## src/rtl/lcg_pkg.sv

```systemverilog
`default_nettype none
// +--------------------------------------------------------------------------+
// | Module   : lcg_pkg                                                        |
// | Purpose  : Shared types, constants and helpers for the LCG seed search.   |
// | Revision : 1.0  initial release                                           |
// +--------------------------------------------------------------------------+
package lcg_pkg;

    localparam int SEED_W     = 32;
    localparam int MODULUS    = 993441;
    localparam int MULTIPLIER = 4001;
    localparam int INCREMENT  = 60211;
    localparam int MAX_LANES  = 16;

    typedef enum logic [1:0] {
        IDLE  = 2'd0,
        SCAN  = 2'd1,
        DRAIN = 2'd2,
        DONE  = 2'd3
    } state_t;

    function automatic logic [3:0] lowest_set_bit(input logic [MAX_LANES-1:0] vec);
        logic [3:0] idx;
        idx = 4'd0;
        for (int i = MAX_LANES - 1; i >= 0; i--) begin
            if (vec[i]) idx = 4'(i);
        end
        return idx;
    endfunction

    function automatic logic [4:0] count_ones(input logic [MAX_LANES-1:0] vec);
        logic [4:0] n;
        n = 5'd0;
        for (int i = 0; i < MAX_LANES; i++) begin
            n = n + {4'd0, vec[i]};
        end
        return n;
    endfunction

endpackage
`default_nettype wire

```

## src/rtl/lcg_search_ctrl_fifo.sv

```systemverilog
`default_nettype none
// +--------------------------------------------------------------------------+
// | Module   : lcg_search_ctrl_fifo                                          |
// | Purpose  : Base/mask FIFO tracking issued batches until their results.   |
// | Revision : 1.0  initial release                                           |
// +--------------------------------------------------------------------------+
module lcg_search_ctrl_fifo #(
    parameter int DEPTH = 8,
    parameter int WIDTH = 36
) (
    input  logic             clk,
    input  logic             rst,
    input  logic             i_push,
    input  logic [WIDTH-1:0] i_push_data,
    input  logic             i_pop,
    output logic [WIDTH-1:0] o_pop_data
);

    localparam int c_PW = (DEPTH > 1) ? $clog2(DEPTH) : 1;

    logic [WIDTH-1:0] r_mem [DEPTH];
    logic [c_PW-1:0]  r_wr_ptr;
    logic [c_PW-1:0]  r_rd_ptr;

    function automatic logic [c_PW-1:0] ptr_next(input logic [c_PW-1:0] p);
        return (p == c_PW'(DEPTH - 1)) ? '0 : p + c_PW'(1);
    endfunction

    always_ff @(posedge clk) begin
        if (i_push) r_mem[r_wr_ptr] <= i_push_data;
    end

    always_ff @(posedge clk or posedge rst) begin
        if (rst) begin
            r_wr_ptr <= '0;
            r_rd_ptr <= '0;
        end else begin
            if (i_push) r_wr_ptr <= ptr_next(r_wr_ptr);
            if (i_pop)  r_rd_ptr <= ptr_next(r_rd_ptr);
        end
    end

    // Read data is taken before a same-cycle push lands, so push+pop when full is safe.
    assign o_pop_data = r_mem[r_rd_ptr];

endmodule
`default_nettype wire

```

## src/rtl/lcg_search_ctrl.sv

```systemverilog
`default_nettype none
// +--------------------------------------------------------------------------+
// | Module   : lcg_search_ctrl                                               |
// | Purpose  : Issues seed batches to the lcg_lane checkers, tracks results  |
// |            and reports the lowest matching seed.                          |
// | Revision : 1.0  initial release                                           |
// +--------------------------------------------------------------------------+
module lcg_search_ctrl
    import lcg_pkg::*;
#(
    parameter int NUM_LANES    = 4,
    parameter int LANE_LAT     = 3,
    parameter int MAX_INFLIGHT = 8
) (
    input  logic                 CLK,
    input  logic                 RST,
    input  logic                 start,
    input  logic                 abort,
    input  logic [SEED_W-1:0]    seed_lo,
    input  logic [SEED_W-1:0]    seed_hi,
    output logic                 issue_valid,
    output logic [SEED_W-1:0]    issue_base,
    output logic [NUM_LANES-1:0] issue_mask,
    input  logic                 result_valid,
    input  logic [NUM_LANES-1:0] result_hits,
    output logic                 busy,
    output logic                 done,
    output logic                 found,
    output logic [SEED_W-1:0]    valid_seed,
    output logic [SEED_W:0]      seeds_checked
);

    // Never let the outstanding window be shallower than the lane pipeline.
    localparam int c_WINDOW = (MAX_INFLIGHT > LANE_LAT) ? MAX_INFLIGHT : LANE_LAT;
    localparam int c_IW     = $clog2(c_WINDOW + 1);
    localparam int c_CW     = SEED_W + 1;
    localparam int c_FW     = SEED_W + NUM_LANES;

    state_t                r_state;
    state_t                w_state_nxt;
    logic [c_CW-1:0]       r_cursor;
    logic [SEED_W-1:0]     r_seed_hi;
    logic [c_IW-1:0]       r_inflight;
    logic                  r_found;
    logic [SEED_W-1:0]     r_valid_seed;
    logic [c_CW-1:0]       r_seeds_checked;

    logic                  w_issue;
    logic                  w_ret;
    logic                  w_hit;
    logic                  w_room;
    logic                  w_in_range;
    logic                  w_start_ok;
    logic [NUM_LANES-1:0]  w_mask;
    logic [NUM_LANES-1:0]  w_fifo_mask;
    logic [NUM_LANES-1:0]  w_live_hits;
    logic [SEED_W-1:0]     w_fifo_base;
    logic [c_FW-1:0]       w_fifo_rd;
    logic [c_CW:0]         w_count_sum;

    assign w_in_range = (r_cursor <= {1'b0, r_seed_hi});

    generate
        for (genvar k = 0; k < NUM_LANES; k++) begin : g_mask
            assign w_mask[k] = ((r_cursor + c_CW'(k)) <= {1'b0, r_seed_hi});
        end
    endgenerate

    // A result with nothing outstanding is stale (e.g. straddling a reset) and dropped.
    assign w_ret       = result_valid && (r_inflight != '0);
    assign {w_fifo_mask, w_fifo_base} = w_fifo_rd;
    assign w_live_hits = result_hits & w_fifo_mask;
    assign w_hit       = w_ret && (|w_live_hits);
    assign w_room      = (r_inflight < c_IW'(c_WINDOW)) || w_ret;
    assign w_start_ok  = start && ((r_state == IDLE) || (r_state == DONE));
    assign w_count_sum = {1'b0, r_seeds_checked}
                       + (c_CW + 1)'(count_ones(MAX_LANES'(w_mask)));

    always_comb begin
        w_state_nxt = r_state;
        w_issue     = 1'b0;
        case (r_state)
            IDLE, DONE: begin
                if (start) w_state_nxt = (seed_lo <= seed_hi) ? SCAN : DONE;
            end
            SCAN: begin
                if (w_hit || abort || !w_in_range) w_state_nxt = DRAIN;
                else if (w_room)                   w_issue     = 1'b1;
            end
            DRAIN: begin
                if (r_inflight == '0) w_state_nxt = DONE;
            end
            default: w_state_nxt = IDLE;
        endcase
    end

    always_ff @(posedge CLK or posedge RST) begin
        if (RST) begin
            r_state         <= IDLE;
            r_cursor        <= '0;
            r_seed_hi       <= '0;
            r_inflight      <= '0;
            r_found         <= 1'b0;
            r_valid_seed    <= '0;
            r_seeds_checked <= '0;
        end else begin
            r_state <= w_state_nxt;

            case ({w_issue, w_ret})
                2'b10:   r_inflight <= r_inflight + c_IW'(1);
                2'b01:   r_inflight <= r_inflight - c_IW'(1);
                default: r_inflight <= r_inflight;
            endcase

            if (w_start_ok) begin
                r_cursor        <= {1'b0, seed_lo};
                r_seed_hi       <= seed_hi;
                r_found         <= 1'b0;
                r_valid_seed    <= '0;
                r_seeds_checked <= '0;
            end else begin
                if (w_issue) begin
                    r_cursor        <= r_cursor + c_CW'(NUM_LANES);
                    r_seeds_checked <= w_count_sum[c_CW] ? '1 : w_count_sum[c_CW-1:0];
                end
                // In-order returns: the first hitting batch in SCAN holds the lowest seed.
                if ((r_state == SCAN) && w_hit) begin
                    r_found      <= 1'b1;
                    r_valid_seed <= w_fifo_base
                                  + SEED_W'(lowest_set_bit(MAX_LANES'(w_live_hits)));
                end
            end
        end
    end

    lcg_search_ctrl_fifo #(
        .DEPTH (c_WINDOW),
        .WIDTH (c_FW)
    ) u_base_fifo (
        .clk         (CLK),
        .rst         (RST),
        .i_push      (w_issue),
        .i_push_data ({w_mask, r_cursor[SEED_W-1:0]}),
        .i_pop       (w_ret),
        .o_pop_data  (w_fifo_rd)
    );

    assign issue_valid   = w_issue;
    assign issue_base    = w_issue ? r_cursor[SEED_W-1:0] : '0;
    assign issue_mask    = w_issue ? w_mask : '0;
    assign busy          = (r_state == SCAN) || (r_state == DRAIN);
    assign done          = (r_state == DONE);
    assign found         = r_found;
    assign valid_seed    = r_valid_seed;
    assign seeds_checked = r_seeds_checked;

endmodule
`default_nettype wire
```

## config.mk

```make
export PLATFORM = sky130hd
export DESIGN_NAME = lcg_search_ctrl
export DESIGN_NICKNAME = d
export VERILOG_FILES = /design/src/rtl/lcg_pkg.sv /design/src/rtl/lcg_search_ctrl_fifo.sv /design/src/rtl/lcg_search_ctrl.sv
export SDC_FILE = /design/constraint.sdc
export NUM_CORES = 1
export LEC_CHECK = 0
export CAP_MARGIN = 20
export CORE_UTILIZATION = 50
export DETAILED_ROUTE_END_ITERATION = 7
export GPL_TIMING_DRIVEN = 0
export PLACE_DENSITY = 0.72
export SLEW_MARGIN = 20
export SYNTH_ARGS = -nofsm -noshare
export SYNTH_HDL_FRONTEND = slang
export SYNTH_SLANG_ARGS = --single-unit
```

## constraint.sdc

```tcl
create_clock -name CLK -period 6.7 [get_ports CLK]
set_clock_uncertainty 0.15 [all_clocks]
set_input_delay 1.34 -clock CLK [delete_from_list [all_inputs] [get_ports CLK]]
set_output_delay 1.34 -clock CLK [all_outputs]
set_load 0.05 [all_outputs]
```

==> reports/qor.yml <==
layout:
  stdcell_area_sq_um: 29600
  nets: 2633
  drive_above_1_share_pct: 16.4
  instances_no_fill: 3032
  synthToLayoutAreaGrowth_pct: 22.6
  diodes: 0
placed_design:
  place_hpwl_um: 56500
  port_buffers: 177
  routabilityCongestion: 0.979
  dpl.cell_count: 2895
  placedInstanceArea_sq_um: 27100
  post-place-ws_ns: -2.63
yosys:
  synth_top_area_cell: "edfxtp_1"
  syn-num-nets: 2323
  synth_edf_count: 288
  synth_common_cells: "edfxtp_1 (288), nand2_1 (222), ha_1 (177)"
  async_flop_share_pct: 33.2
  synth.yosys.seq_area_share_pct: 50.6
  ys_seq_elements: 431
  synth_cell_types: 77
  ys.flop_type: "edfxtp_1"
  netlist_area_sq_um: 24100
  netlist_instances: 2068
  synth_top_area_share_pct: 35.8
  avgSynthCellArea_sq_um: 11.7
  synth_area_leaders: "edfxtp_1 (36%), dfrtp_1 (15%), ha_1 (9.2%), mux4_2 (5.1%), nand2_1 (3.5%)"
  yosysMostFrequentCell: "edfxtp_1"
  ys_warn_count: 0
routing:
  drcViolationCount: 0
  routedWlPerCell_um: 25.3
  num_vias: 18600
  drt-total-wl_um: 76700
  routed_via_density: 6.14
  drt_iter0_drc: 1880
  ant_nets: 0
  first_pass_iters: 6
sta:
  rsz0062_at_grt: "true"
  slew_headroom_pct: 14.6
  finalCriticalPeriod_ns: 6.67
  setup_violations: 0
  max_freq_ghz: 0.150
  fin_ws_ns: 0.0336
  finalCritPeriodShare_pct: 99.5
  worstMarginPinSlew_ns: 1.28
  hold_viol: 0
  holdWs_ns: 0.345
  maxSlewViolCount: 0
grt:
  grt_pass1_wl_um: 114000
  grt_overflow: 0
  track_usage_pct: 31.1
  gr-usage-met1_pct: 41.6
  top_usage_layer: "met2"
  grt_max_degree: 82
  first_global_vias: 18400
  grt_antenna_before_repair: 1
  grt_util_met3_pct: 4.48
  grtUsageMet2_pct: 49.9
power:
  pwr_density_cell_nw_per_um2: 469
  p_int_mw: 7.89
  seqPwrFrac_pct: 27.6
  irDropWorstVdd_v: 0.000227
  pwr-share-clk_pct: 19.6
  power.share.combinational_pct: 52.8
  leakage_nw: 11.6
  switchingPower_mw: 5.98
  totalPowerFinal_mw: 13.9
  swShare_pct: 43.1
worst_setup_path:
  r2r.worst_path.cells: 29
  cpPeakStageDelay_ns: 0.51
  end_kind: "register"
  crit_type: "register to register"
  required_ns: 7.07
  r2r_slack_ns: 0.03
  rr_startpoint: "r_cursor[3]"
  crit_path_start_kind: "register"
  cp_max_fo: 10
  r2r-end: "seeds_checked[24]"
  startpoint: "r_cursor[3]"
  endpoint: "seeds_checked[24]"
  cp_slowest_cell: "fa_1"
  arrival_ns: 7.03
clocking:
  ctsHtreeMaxLevel: 2
  cts_made_buffers: 47
  cts.clk_slew.worst_paths_ns: 0.06
  cts_buffer_depth: 3
  clk_latency_ns: 0.61
  root_buffer: "clkbuf_16"
  clock-sinks: 431
  cts_tree: "built"
  holdBufCountCts: 0
floorplan:
  die_h_um: 222
  dieArea_sq_um: 49200
  die_x_um: 222
  coreArea_sq_um: 47600
  ios: 178
  std_cell_rows: 80
  start_util_pct: 50.7
hold_path:
  worst_hold_path_type: "register to register"
  whs_path_depth: 1
flow_run:
  max_cap_violations: 0
status:
  status: "finished clean"
==> per-stage QoR <==
step                      setup TNS (ns)  utilization [%]
after floorplan                        0                -
after global placement           -978.73             56.1
after detailed placement          -83.33             56.9
after CTS                              0             61.5
after global routing              -0.513             62.1
final                                  0             62.1
==> critical path, delay by kind of cell, from the launching register on <==
| kind | cells | cell delay [ns] |
|---|---|---|
| flops | 1 | 0.39 |
| buf+inv | 3 | 0.40 |
| xor+xnor | 1 | 0.22 |
| compound gates | 11 | 2.11 |
| fa+ha+maj | 4 | 1.38 |
| simple gates | 10 | 1.92 |
==> worst min-delay path by stage <==
stage,slack [ns],to,start
CTS,0.34,r_inflight[3],r_inflight[3]
finish,0.34,r_inflight[3],r_inflight[3]
detailed placement,0.33,r_inflight[3],r_inflight[3]
floorplan,0.31,r_inflight[3],r_inflight[3]
global route,0.36,r_inflight[3],r_inflight[3]
global placement,0.33,r_inflight[3],r_inflight[3]
==> cell families after synthesis <==
family,Yosys count,share of synthesized area [%]
mux,108,8.50
buf+inv,206,4.05
xor+xnor,141,5.11
flops,431,50.6
compound gates,323,8.14
simple gates,677,14.0
fa+ha+maj,182,9.58
==> cell type report <==
| class | instances | area (sq um) |
|---|---|---|
| Clock inverter | 21 | 285 |
| Fill cell | 3803 | 18000 |
| Clock buffer | 67 | 1320 |
| Inverter | 97 | 375 |
| Timing Repair Buffer | 263 | 2500 |
| Buffer | 107 | 712 |
| Multi-Input combinational cell | 1431 | 11400 |
| Sequential cell | 431 | 12300 |
| Tap cell | 615 | 769 |
==> cell usage in the layout, fill, tap and decap left out, types with 31 or more instances in the layout <==
cell type / instances
ha_1: 175
edfxtp_1: 288
dfrtp_1: 119
clkbuf_16: 49
nor3_1: 36
buf_4: 89
clkdlybuf4s50_1: 170
mux4_2: 55
nand4_1: 52
nand3_1: 77
mux2i_1: 31
xor2_1: 53
and3_1: 44
o21ai_0: 102
clkbuf_1: 56
a21o_1: 41
nor2_1: 95
xnor2_1: 88
inv_1: 93
a21oi_1: 88
nand2_1: 220
==> per-layer routing <==
metal	part of all wire, %	wire length (um)
met1	41	31500
met2	47	35700
met3	7.4	5640
met4	5.1	3910
met5	0	0
==> power by group through the flow <==
stage                     logic [mW]  registers (mW)  clock network, mW
final                           7.32            3.84               2.72
after global routing            7.85            3.87               2.83
after detailed placement        6.50            4.03                  0
after CTS                       6.98            3.84               2.74
after floorplan                 4.15            4.13                  0
after global placement          6.32            3.99                  0
==> registers in the layout (all words and copies together) (netlist names) <==
| register | cells |
|---|---|
| found | 1 |
| r_cursor | 33 |
| seeds_checked | 33 |
| r_seed_hi | 32 |
| u_base_fifo.r_rd_ptr | 3 |
| r_inflight | 4 |
| u_base_fifo.r_mem | 288 |
| r_state | 2 |
| u_base_fifo.r_wr_ptr | 3 |
| valid_seed | 32 |
==> repair_timing <==
action                     4_1_cts  5_1_grt
setup buffers                   34       17
gates resized for setup        132       61
setup endpoints to repair       70       57
gates cloned                     0        0
pin swaps                       16       21
Note: power is estimated with default switching activity, not from simulation.
